[src/rtl/pfq_pkg.sv]
// Shared types and constants for the instruction prefetch queue.
package pfq_pkg;

  localparam int unsigned WORD_W = 32;
  localparam logic [WORD_W-1:0] PFQ_NOP = 32'h0;

  typedef enum logic [1:0] {
    PFQ_IDLE,
    PFQ_BUSY,
    PFQ_DROP
  } pfq_state_e;

  typedef struct packed {
    logic [WORD_W-1:0] pc;
    logic [WORD_W-1:0] ir;
  } pfq_entry_t;

  // Word-granular address compare; byte offset bits are don't-care.
  function automatic logic same_word(input logic [WORD_W-1:0] a, input logic [WORD_W-1:0] b);
    return ((a ^ b) & ~32'h3) == '0;
  endfunction

endpackage

[src/rtl/pfq_mem_if.sv]
// Memory read handshake between the prefetch queue (master) and unified memory (slave).
interface pfq_mem_if;
  logic                       mem_req;
  logic [pfq_pkg::WORD_W-1:0] mem_addr;
  logic                       mem_ack;
  logic [pfq_pkg::WORD_W-1:0] mem_rdata;

  modport master (output mem_req, mem_addr, input mem_ack, mem_rdata);
  modport slave  (input mem_req, mem_addr, output mem_ack, mem_rdata);
endinterface

[src/rtl/pfq_fifo.sv]
// Circular buffer of {pc, ir} entries with clear and per-entry ir overwrite for store snooping.
module pfq_fifo
  import pfq_pkg::*;
#(
  parameter int unsigned DEPTH = 4
) (
  input  logic                    clock,
  input  logic                    reset,
  input  logic                    clear,
  input  logic                    push,
  input  pfq_entry_t              push_entry,
  input  logic                    pop,
  output pfq_entry_t              head,
  output logic [$clog2(DEPTH):0]  count,
  input  logic                    snoop_en,
  input  logic [WORD_W-1:0]       snoop_addr,
  input  logic [WORD_W-1:0]       snoop_data
);

  localparam int unsigned AW = $clog2(DEPTH);

  pfq_entry_t     mem_q [DEPTH];
  logic [AW-1:0]  rd_q, wr_q;
  logic [AW:0]    cnt_q;
  logic [DEPTH-1:0] live;

  always_comb begin
    live = '0;
    for (int i = 0; i < DEPTH; i++) begin
      live[i] = {1'b0, AW'(i) - rd_q} < cnt_q;
    end
  end

  always_ff @(posedge clock or posedge reset) begin
    if (reset) begin
      rd_q  <= '0;
      wr_q  <= '0;
      cnt_q <= '0;
      for (int i = 0; i < DEPTH; i++) mem_q[i] <= '0;
    end else if (clear) begin
      rd_q  <= '0;
      wr_q  <= '0;
      cnt_q <= '0;
    end else begin
      if (push) wr_q <= wr_q + 1'b1;
      if (pop)  rd_q <= rd_q + 1'b1;
      cnt_q <= cnt_q + (AW+1)'(push) - (AW+1)'(pop);
      for (int i = 0; i < DEPTH; i++) begin
        // The pushed entry already carries any snooped data.
        if (push && wr_q == AW'(i)) begin
          mem_q[i] <= push_entry;
        end else if (snoop_en && live[i] && same_word(mem_q[i].pc, snoop_addr)) begin
          mem_q[i].ir <= snoop_data;
        end
      end
    end
  end

  assign head  = mem_q[rd_q];
  assign count = cnt_q;

endmodule

[src/rtl/fetch_prefetch_queue.sv]
// Sequential instruction prefetcher feeding IF/ID; flush redirects fetch to a new target.
// Optional store snooping of queued/in-flight words is enabled by defining PFQ_SMC_SNOOP_EN.
module fetch_prefetch_queue
  import pfq_pkg::*;
#(
  parameter int unsigned       DEPTH    = 4,
  parameter logic [WORD_W-1:0] RESET_PC = '0
) (
  input  logic              clock,
  input  logic              reset,
  pfq_mem_if.master         mem,
  input  logic              flush,
  input  logic [WORD_W-1:0] flush_pc,
  input  logic              take,
  output logic              out_valid,
  output logic [WORD_W-1:0] out_ir,
  output logic [WORD_W-1:0] out_pc,
  output logic [WORD_W-1:0] out_pc4,
  input  logic              st_valid,
  input  logic [WORD_W-1:0] st_addr,
  input  logic [WORD_W-1:0] st_data
);

  localparam int unsigned CW = $clog2(DEPTH) + 1;

  pfq_state_e        state_q, state_d;
  logic [WORD_W-1:0] fetch_pc_q, fetch_pc_d;
  logic [WORD_W-1:0] addr_q, addr_d;
  logic              req_q, req_d;

  logic [CW-1:0] count, count_next;
  pfq_entry_t    head, push_entry;
  logic          push, pop, can_issue, snoop_en;

  assign pop  = take && out_valid && !flush;
  assign push = (state_q == PFQ_BUSY) && mem.mem_ack && !flush;

`ifdef PFQ_SMC_SNOOP_EN
  assign snoop_en = st_valid;
  always_comb begin
    push_entry.pc = fetch_pc_q;
    push_entry.ir = (st_valid && same_word(st_addr, fetch_pc_q)) ? st_data : mem.mem_rdata;
  end
`else
  // Stores are not observed; the CPU's own SMC path handles stale words.
  assign snoop_en = st_valid & 1'b0;
  always_comb begin
    push_entry.pc = fetch_pc_q;
    push_entry.ir = mem.mem_rdata;
  end
`endif

  assign count_next = count + CW'(push) - CW'(pop);
  assign can_issue  = count_next < CW'(DEPTH);

  always_comb begin
    state_d    = state_q;
    fetch_pc_d = fetch_pc_q;
    addr_d     = addr_q;
    req_d      = req_q;
    if (flush) fetch_pc_d = flush_pc & ~32'h3;
    case (state_q)
      PFQ_IDLE: begin
        if (!flush && can_issue) begin
          req_d   = 1'b1;
          addr_d  = fetch_pc_q;
          state_d = PFQ_BUSY;
        end
      end
      PFQ_BUSY: begin
        if (mem.mem_ack) begin
          if (!flush && can_issue) begin
            fetch_pc_d = fetch_pc_q + 32'd4;
            addr_d     = fetch_pc_q + 32'd4;
          end else begin
            if (!flush) fetch_pc_d = fetch_pc_q + 32'd4;
            req_d   = 1'b0;
            state_d = PFQ_IDLE;
          end
        end else if (flush) begin
          state_d = PFQ_DROP;
        end
      end
      PFQ_DROP: begin
        if (mem.mem_ack) begin
          req_d   = 1'b0;
          state_d = PFQ_IDLE;
        end
      end
      default: begin
        req_d   = 1'b0;
        state_d = PFQ_IDLE;
      end
    endcase
  end

  always_ff @(posedge clock or posedge reset) begin
    if (reset) begin
      state_q    <= PFQ_IDLE;
      fetch_pc_q <= RESET_PC;
      addr_q     <= RESET_PC;
      req_q      <= 1'b0;
    end else begin
      state_q    <= state_d;
      fetch_pc_q <= fetch_pc_d;
      addr_q     <= addr_d;
      req_q      <= req_d;
    end
  end

  pfq_fifo #(
    .DEPTH (DEPTH)
  ) u_fifo (
    .clock      (clock),
    .reset      (reset),
    .clear      (flush),
    .push       (push),
    .push_entry (push_entry),
    .pop        (pop),
    .head       (head),
    .count      (count),
    .snoop_en   (snoop_en),
    .snoop_addr (st_addr),
    .snoop_data (st_data)
  );

  assign mem.mem_req  = req_q;
  assign mem.mem_addr = addr_q;

  assign out_valid = count != '0;
  assign out_ir    = out_valid ? head.ir : PFQ_NOP;
  assign out_pc    = head.pc;
  assign out_pc4   = head.pc + 32'd4;

endmodule

[src/flat_wrapper.sv]
// flat-port wrapper written by rule: the top's interface ports become plain ports
module fetch_prefetch_queue_flat import pfq_pkg::*;
#(
  parameter int unsigned       DEPTH    = 4,
  parameter logic [WORD_W-1:0] RESET_PC = '0
)
  (clock, reset, flush, flush_pc, take, out_valid, out_ir, out_pc, out_pc4, st_valid, st_addr, st_data, mem_mem_req, mem_mem_addr, mem_mem_ack, mem_mem_rdata);
  pfq_mem_if mem_i ();
  input  logic clock;
  input  logic reset;
  input  logic flush;
  input  logic [WORD_W-1:0] flush_pc;
  input  logic take;
  output logic out_valid;
  output logic [WORD_W-1:0] out_ir;
  output logic [WORD_W-1:0] out_pc;
  output logic [WORD_W-1:0] out_pc4;
  input  logic st_valid;
  input  logic [WORD_W-1:0] st_addr;
  input  logic [WORD_W-1:0] st_data;
  output wire logic [$bits(mem_i.mem_req)-1:0] mem_mem_req;
  output wire logic [$bits(mem_i.mem_addr)-1:0] mem_mem_addr;
  input wire logic [$bits(mem_i.mem_ack)-1:0] mem_mem_ack;
  input wire logic [$bits(mem_i.mem_rdata)-1:0] mem_mem_rdata;
  assign mem_mem_req = mem_i.mem_req;
  assign mem_mem_addr = mem_i.mem_addr;
  assign mem_i.mem_ack = mem_mem_ack;
  assign mem_i.mem_rdata = mem_mem_rdata;
  fetch_prefetch_queue #(.DEPTH(DEPTH), .RESET_PC(RESET_PC)) u_core (.clock(clock), .reset(reset), .mem(mem_i), .flush(flush), .flush_pc(flush_pc), .take(take), .out_valid(out_valid), .out_ir(out_ir), .out_pc(out_pc), .out_pc4(out_pc4), .st_valid(st_valid), .st_addr(st_addr), .st_data(st_data));
endmodule
[config.mk]
export PLATFORM = sky130hd
export DESIGN_NAME = fetch_prefetch_queue_flat
export DESIGN_NICKNAME = d
export VERILOG_FILES = /design/src/rtl/pfq_pkg.sv /design/src/rtl/pfq_mem_if.sv /design/src/rtl/pfq_fifo.sv /design/src/rtl/fetch_prefetch_queue.sv /design/src/flat_wrapper.sv
export SDC_FILE = /design/constraint.sdc
export NUM_CORES = 1
export LEC_CHECK = 0
export CELL_PAD_IN_SITES_DETAIL_PLACEMENT = 1
export CELL_PAD_IN_SITES_GLOBAL_PLACEMENT = 2
export CORE_ASPECT_RATIO = 0.7
export CORE_UTILIZATION = 39
export DETAILED_ROUTE_END_ITERATION = 16
export GPL_ROUTABILITY_DRIVEN = 1
export PLACE_DENSITY_LB_ADDON = 0.1
export REMOVE_ABC_BUFFERS = 1
export SETUP_SLACK_MARGIN = 0.02
export SYNTH_ARGS = -nofsm -noshare
export SYNTH_HDL_FRONTEND = slang
export SYNTH_SLANG_ARGS = --single-unit
[constraint.sdc]
create_clock -name clock -period 22.3 [get_ports clock]
set_clock_uncertainty 0.2 [all_clocks]
set_input_delay 3.345 -clock clock [delete_from_list [all_inputs] [get_ports clock]]
set_output_delay 3.345 -clock clock [all_outputs]
set_load 0.01 [all_outputs]
# Word-level counts from Yosys, hierarchy flattened
# Index checks and enable logic that the tools add are counted.
word_totals:
  regBits: 330
  latchBits: 0
  mem_bits_rw: 0
  rom_bits: 0
  inputBits: 134
  out_inout_bits: 130
  mem_count: 0
classes:
  add_sub_neg: 6
  mul: 0
  div: 0
  n_lt_le_gt_ge: 2
  n_eq_ne: 12
  n_shift: 0
  n_mux: 29
  bitwise_logic: 2
  reduce_logical: 23
ops:
  columns: ["op", "count"]
  rows:
  - ["32-bit 2-to-1 mux", 9]
  - ["64-bit binary-select mux with 2-bit select", 1]
  - ["64-bit 2-to-1 mux", 2]
  - ["32-bit by 3-bit adder with 32-bit output (second input constant)", 2]
  - ["32-bit one-hot mux with 2 select lines", 1]
  - ["2-bit 2-to-1 mux", 9]
  - ["4-bit AND reduction", 3]
  - ["1-bit logical AND", 9]
  - ["2-bit inequality test (second input constant)", 4]
  - ["2-bit AND reduction", 4]
  - ["2-bit == test (second input constant)", 3]
  - ["3-bit inequality test (second input constant)", 2]
  - ["2-bit one-hot mux with 3 select lines", 1]
  - ["2-bit nonzero test", 3]
  - ["2-bit by 1-bit adder with 2-bit output (second input constant)", 2]
  - ["2-bit by 1-bit == test with 1-bit output (second input constant)", 2]
  - ["2-bit logical NOT", 2]
  - ["1-bit 2-to-1 mux", 4]
  - ["3-bit by 1-bit adder with 3-bit output", 1]
  - ["3-bit >= comparator (second input constant)", 1]
  - ["3-bit less-than comparator (second input constant)", 1]
  - ["3-bit 2-to-1 mux", 1]
  - ["2-bit inverter with 3-bit output", 1]
  - ["1-bit one-hot mux with 3 select lines", 1]
  - ["other kinds (5)", 5]

# Longest topological paths before layout
logic_depth:
  depth_word: 10
  mapped_depth: 16

# Cells and area by module
# From an unflattened synthesis, not the netlist that was laid out.
unflattened:
  hier_cells: 1518
  hier_area_um2: 18963.2
by_module_without_submodules:
  columns: ["mod", "n_inst", "cells_per_inst", "area_each_um2"]
  rows:
  - ["pfq_fifo", 1, 983, 14383.8]
  - ["fetch_prefetch_queue", 1, 535, 4579.4]

# Worst setup path after synthesis
# Ideal clock, no wire load.
synth_timing:
  path_type: "in2reg"
  from: "input flush"
  to: "register u_core.addr_q[21], in the netlist u_core.mem.mem_addr[21]"
  setup_ns: 0.134
  arrival_time_ns: 6.001
  t_required_ns: 21.966
  path_slack_ns: 15.965
  path_stages: 15
  path_cell_list: "clkbuf_1 > buf_1 > nor2_1 > ha_1 > inv_1 > ha_1 > inv_1 > fa_1 > xor3_1 > nor3_2 > o21ai_0 > clkbuf_1 > clkbuf_1 > nand2_1 > o21ai_0"
synth_between:
  elab_chain_len: 8
  word_cells_on_any_way: 10
  classes_between: "add/sub: 2; order compare: 1; eq/ne: 2; reduce/logical: 5"
synth_lines:
  columns: ["item", "line", "rtl"]
  rows:
  - ["start: declaration", "flat_wrapper.sv:11", "input logic flush;"]
  - ["1-bit logical NOT (*)", null, null]
  - ["1-bit logical AND", "fetch_prefetch_queue.sv:36", "assign push = (state_q == PFQ_BUSY) && mem.mem_ack && !flush;"]
  - ["3-bit by 1-bit adder with 3-bit output", "fetch_prefetch_queue.sv:53", "assign count_next = count + CW'(push) - CW'(pop);"]
  - ["3-bit by 1-bit subtractor with 3-bit output", "fetch_prefetch_queue.sv:53", null]
  - ["3-bit less-than comparator", "fetch_prefetch_queue.sv:54", "assign can_issue = count_next < CW'(DEPTH);"]
  - ["1-bit logical AND (*)", "fetch_prefetch_queue.sv:64, fetch_prefetch_queue.sv:72", null]
  - ["2-bit inequality test (no line) or 2-bit by 1-bit inequality test with 1-bit output (tied branches)", null, null]
  - ["4-bit AND reduction (no line) (*)", null, null]
  - ["end signal: assignment", "fetch_prefetch_queue.sv:106", "addr_q <= addr_d;"]
  - ["end: declaration", "fetch_prefetch_queue.sv:28", "logic [WORD_W-1:0] addr_q, addr_d;"]
# Every way passes the cells marked *; elsewhere a longest branch is shown, timed or not.
# A chain may end at the register's enable or synchronous reset.

# Worst setup path in the final report
layout_timing:
  from: "register u_core.u_fifo.rd_q[1]"
  to: "output out_pc4[31]"
layout_between:
  elab_chain_len: 5
layout_lines:
  columns: ["item", "line", "rtl"]
  rows:
  - ["start: declaration", "pfq_fifo.sv:23", "logic [AW-1:0] rd_q, wr_q;"]
  - ["start signal: assignment", "pfq_fifo.sv:46", "if (pop) rd_q <= rd_q + 1'b1;"]
  - ["2-bit inverter with 3-bit output (not written as such)", "pfq_fifo.sv:59", "assign head = mem_q[rd_q];"]
  - ["64-bit binary-select mux with 2-bit select", "pfq_fifo.sv:59", null]
  - ["64-bit 2-to-1 mux (not written as such) (2 in series)", "pfq_fifo.sv:59", null]
  - ["32-bit by 3-bit adder with 32-bit output", "fetch_prefetch_queue.sv:133", "assign out_pc4 = head.pc + 32'd4;"]
  - ["end: declaration", "flat_wrapper.sv:17", "output logic [WORD_W-1:0] out_pc4;"]
# Every way passes these cells. The select of a mux whose other input is x is not followed.

==> qor.csv <==
stage,metric,value,unit
outcome,outcome,"finished, final reports clean",
place,portBuffers,196,
clock_tree,cts_made_buffers,36,
timing,setup-tns-final,0,ns
flow_run,cap_violations,0,
global_routing,overflow,0,
timing,relSlewSlack,35.48,%
yosys,synthTopCellsByArea,"dfrtp_1 (52%), mux2_2 (18%), mux4_2 (8.1%)",
routing,routed_wl,41820,microns
place,placed_area,0.01821,sq mm
power,pwr-share-seq,35.8,%
final_layout,design_area,0.01940,sq mm
clock_tree,ctsHtreeMaxLevel,2,
yosys,synth_top_cell_by_area,dfrtp_1,
yosys,async_flop_share,100.0,%
power,power_frac_comb,39.3,%
routing,first_iter_violations,624,
worst_setup_path,cp-start-kind,flip-flop,
yosys,yosys_warnings,0,
global_routing,grt_pass1_vias,11020,
power,ir_worst_vdd,0.07669,mV
power,p_sw,785.4,uW
final_layout,nets,1506,
clock_tree,clock_latency,0.54,ns
final_layout,post-route-util,48.59,%
timing,fin_crit_sh,36.15,%
yosys,synth.most_common_cell,dfrtp_1,
yosys,muxShareOfSynthArea,26.91,%
yosys,synth-simple-area-share,9.499,%
worst_setup_path,cp_data_arrival_time,4.52,ns
worst_setup_path,crit_slowest_cell,nor4_4,
power,p_sw_share,32.45,%
worst_setup_path,cpPeakStageDelay,0.76,ns
timing,period_needed,8.061,ns
place,gp_congestion,0.7441,
yosys,synth-compound-area-share,2.639,%
timing,finalSetupViolCount,0,
power,leakagePower,0.008467,uW
clock_tree,hold_buffers,0,
yosys,synthFlopType,dfrtp_1,
yosys,synth.distinct_cells,52,
global_routing,track_usage,20.68,%
clock_tree,cts_root_buf,clkbuf_16,
clock_tree,cts_sinks,330,
timing,slew_viol_final,0,
timing,fmax,124.0,MHz
worst_hold_path,hp-class,flip-flop to flip-flop,
clock_tree,cts.repair.resized,0,
yosys,ys_seq_elements,330,
yosys,synth_area_per_cell,13.13,sq um
floorplan,dieHeight,170.9,microns
routing,drc,0,
final_layout,area_delta_synth_final,22.10,%
routing,routedWlPerCell,21.73,microns
yosys,ys_seq_area_share,51.98,%
routing,first_pass_iters,4,
timing,hold_violations,0,
clock_tree,ctsLongestPathBuffers,3,
timing,worst_slew_pin_slew,0.9678,ns
yosys,synth_edf_count,0,
floorplan,rows,61,
power,p_int,1635,uW
final_layout,drive_gt1_share,29.35,%
worst_setup_path,worstSetupEndpointType,output pin,
routing,vias_per_cell,5.281,
worst_setup_path,crit_required,18.75,ns
final_layout,diodes,0,
yosys,synth_top_area_share,51.98,%
global_routing,grt_pass1_wl,66080,microns
yosys,synth_top_family_by_area,multiplexers,
power,power.density,124.8,mW/mm^2
floorplan,ios,264,
yosys,syn_area,0.01589,sq mm
yosys,synth_adder_area_share,0.7561,%
yosys,synthXorXnorAreaFrac,4.891,%
worst_setup_path,crit_fanout,44,
global_routing,grt_max_degree,116,
routing,vias,10170,
clock_tree,cts_tree,yes,
floorplan,die-area,0.04156,sq mm
yosys,netlist_instances,1210,
worst_setup_path,critical_path.cell_chain,buf_4 -> mux4_4 -> nand4_4 -> nor4_4 -> nand4_1 -> xnor2_1 -> clkdlybuf4s50_1,
floorplan,initial_core_util,39.80,%
yosys,ys_top_cells_by_count,"dfrtp_1 (330), mux2_2 (248), nand2_1 (108)",
worst_setup_path,ff2ff_setup_slack,17.99,ns
worst_setup_path,crit_type,flip-flop to output pin,
clock_tree,postCtsSetupBuffers,0,
place,hpwl,26500,microns
floorplan,core,0.03992,sq mm
routing,ant_nets,0,
timing,rsz0062_at_grt,no,
global_routing,antenna_found_initial,0,
clock_tree,clk_pin_slew,0.06,ns
floorplan,die_w,243.2,microns
power,clockPowerShare,24.8,%
flip-flops by register name (all words and copies together) (netlist names):
signal and cells:
u_core.u_fifo.count 3, u_core.u_fifo.wr_q 2, u_core.u_fifo.rd_q 2, u_core.mem.mem_addr 32, u_core.fetch_pc_q 32, u_core.u_fifo.mem_q 256
u_core.state_q 2, u_core.mem.mem_req 1
metrics by stage:
| stage | setup WS (ns) | total power, uW | hold slack, ns | instances |
|---|---|---|---|---|
| 2_1_floorplan | 9.615 | 1376 | 0.2446 | 1112 |
| 3_5_place_dp | 14.35 | 1842 | 0.2701 | 1860 |
| 5_1_grt | 14.03 | 2565 | 0.3112 | 1925 |
| 3_3_place_gp | 14.44 | 1820 | 0.2584 | 1860 |
| 6_report | 14.24 | 2421 | 0.2826 | 1925 |
| 4_1_cts | 14.15 | 2459 | 0.2846 | 1925 |
cell usage in the layout (no fill, tap or decap), types with 4 or more instances in the layout:
master,count
clkbuf_1,6
mux4_4,4
nand2_1,104
mux2_2,248
and4_1,4
nor2b_1,6
nand2_4,4
xor2_1,41
nor2_1,24
nor4_1,7
clkbuf_16,37
xnor2_1,45
dfrtp_1,328
nor3_1,10
clkbuf_8,11
and3_1,6
clkdlybuf4s50_1,195
o21ai_1,6
o21ai_0,62
mux4_2,57
nand4_1,28
inv_1,8
clkinv_2,7
nand3_1,28
and2_1,39
ha_1,8
buf_4,17
final cells by class:
type / count / area, sq um
Clock buffer: 54 / 1100
Clock inverter: 11 / 90.09
Fill cell: 4032 / 20520
Inverter: 10 / 45.04
Multi-Input combinational cell: 772 / 7142
Sequential cell: 330 / 8265
Tap cell: 535 / 669.4
Timing Repair Buffer: 213 / 2085
layer usage:
layer	global-route usage (%)	vias up	part of all wire, %
met5	0	-	0
met4	4.266	0	1.5
met3	3.059	43	4.3
met2	33.57	168	48
met1	29.49	5339	46
li1	-	4616	-
worst max-delay path, delay by kind of cell (launching register included):
kind	cells	cell delay [ns]
and+or+nand+nor	3	1.24
buffers and inverters	2	1.25
muxes	1	0.55
DFF	1	0.69
xor gates and xnor gates	1	0.23
kinds of logic (layout without fill, tap and decap cells):
| kind of cell | after synthesis | in the layout |
|---|---|---|
| compound gates | 80 | 80 |
| xor+xnor | 87 | 87 |
| fa+ha+maj | 9 | 9 |
| buf+inv | 108 | 288 |
| flops | 330 | 330 |
| mux | 314 | 314 |
| simple gates | 282 | 282 |
power by group through the flow:
stage | registers [uW] | clock network [uW] | logic (uW)
global placement | 871 | 0 | 949
floorplan | 861 | 0 | 515
global route | 893 | 644 | 1030
detailed placement | 878 | 0 | 964
CTS | 870 | 621 | 969
finish | 867 | 601 | 952
worst paths after layout:
path	from	to	cells after the start
min in group asynchronous	reset	u_core.u_fifo.mem_q[68]$_DFFE_PP0P_	2
worst min register to register	u_core.mem.mem_addr[16]$_DFFE_PP0P_	u_core.mem.mem_addr[16]$_DFFE_PP0P_	2
worst max register to register	u_core.state_q[1]$_DFFE_PP0P_	u_core.mem.mem_addr[17]$_DFFE_PP0P_	15
worst max-delay path	u_core.u_fifo.rd_q[1]$_DFFE_PP0P_	out_pc4[31]	7
worst min-delay path	u_core.mem.mem_addr[16]$_DFFE_PP0P_	u_core.mem.mem_addr[16]$_DFFE_PP0P_	2
max in group asynchronous	reset	u_core.mem.mem_addr[17]$_DFFE_PP0P_	4
(Power assumes the default switching activity.)
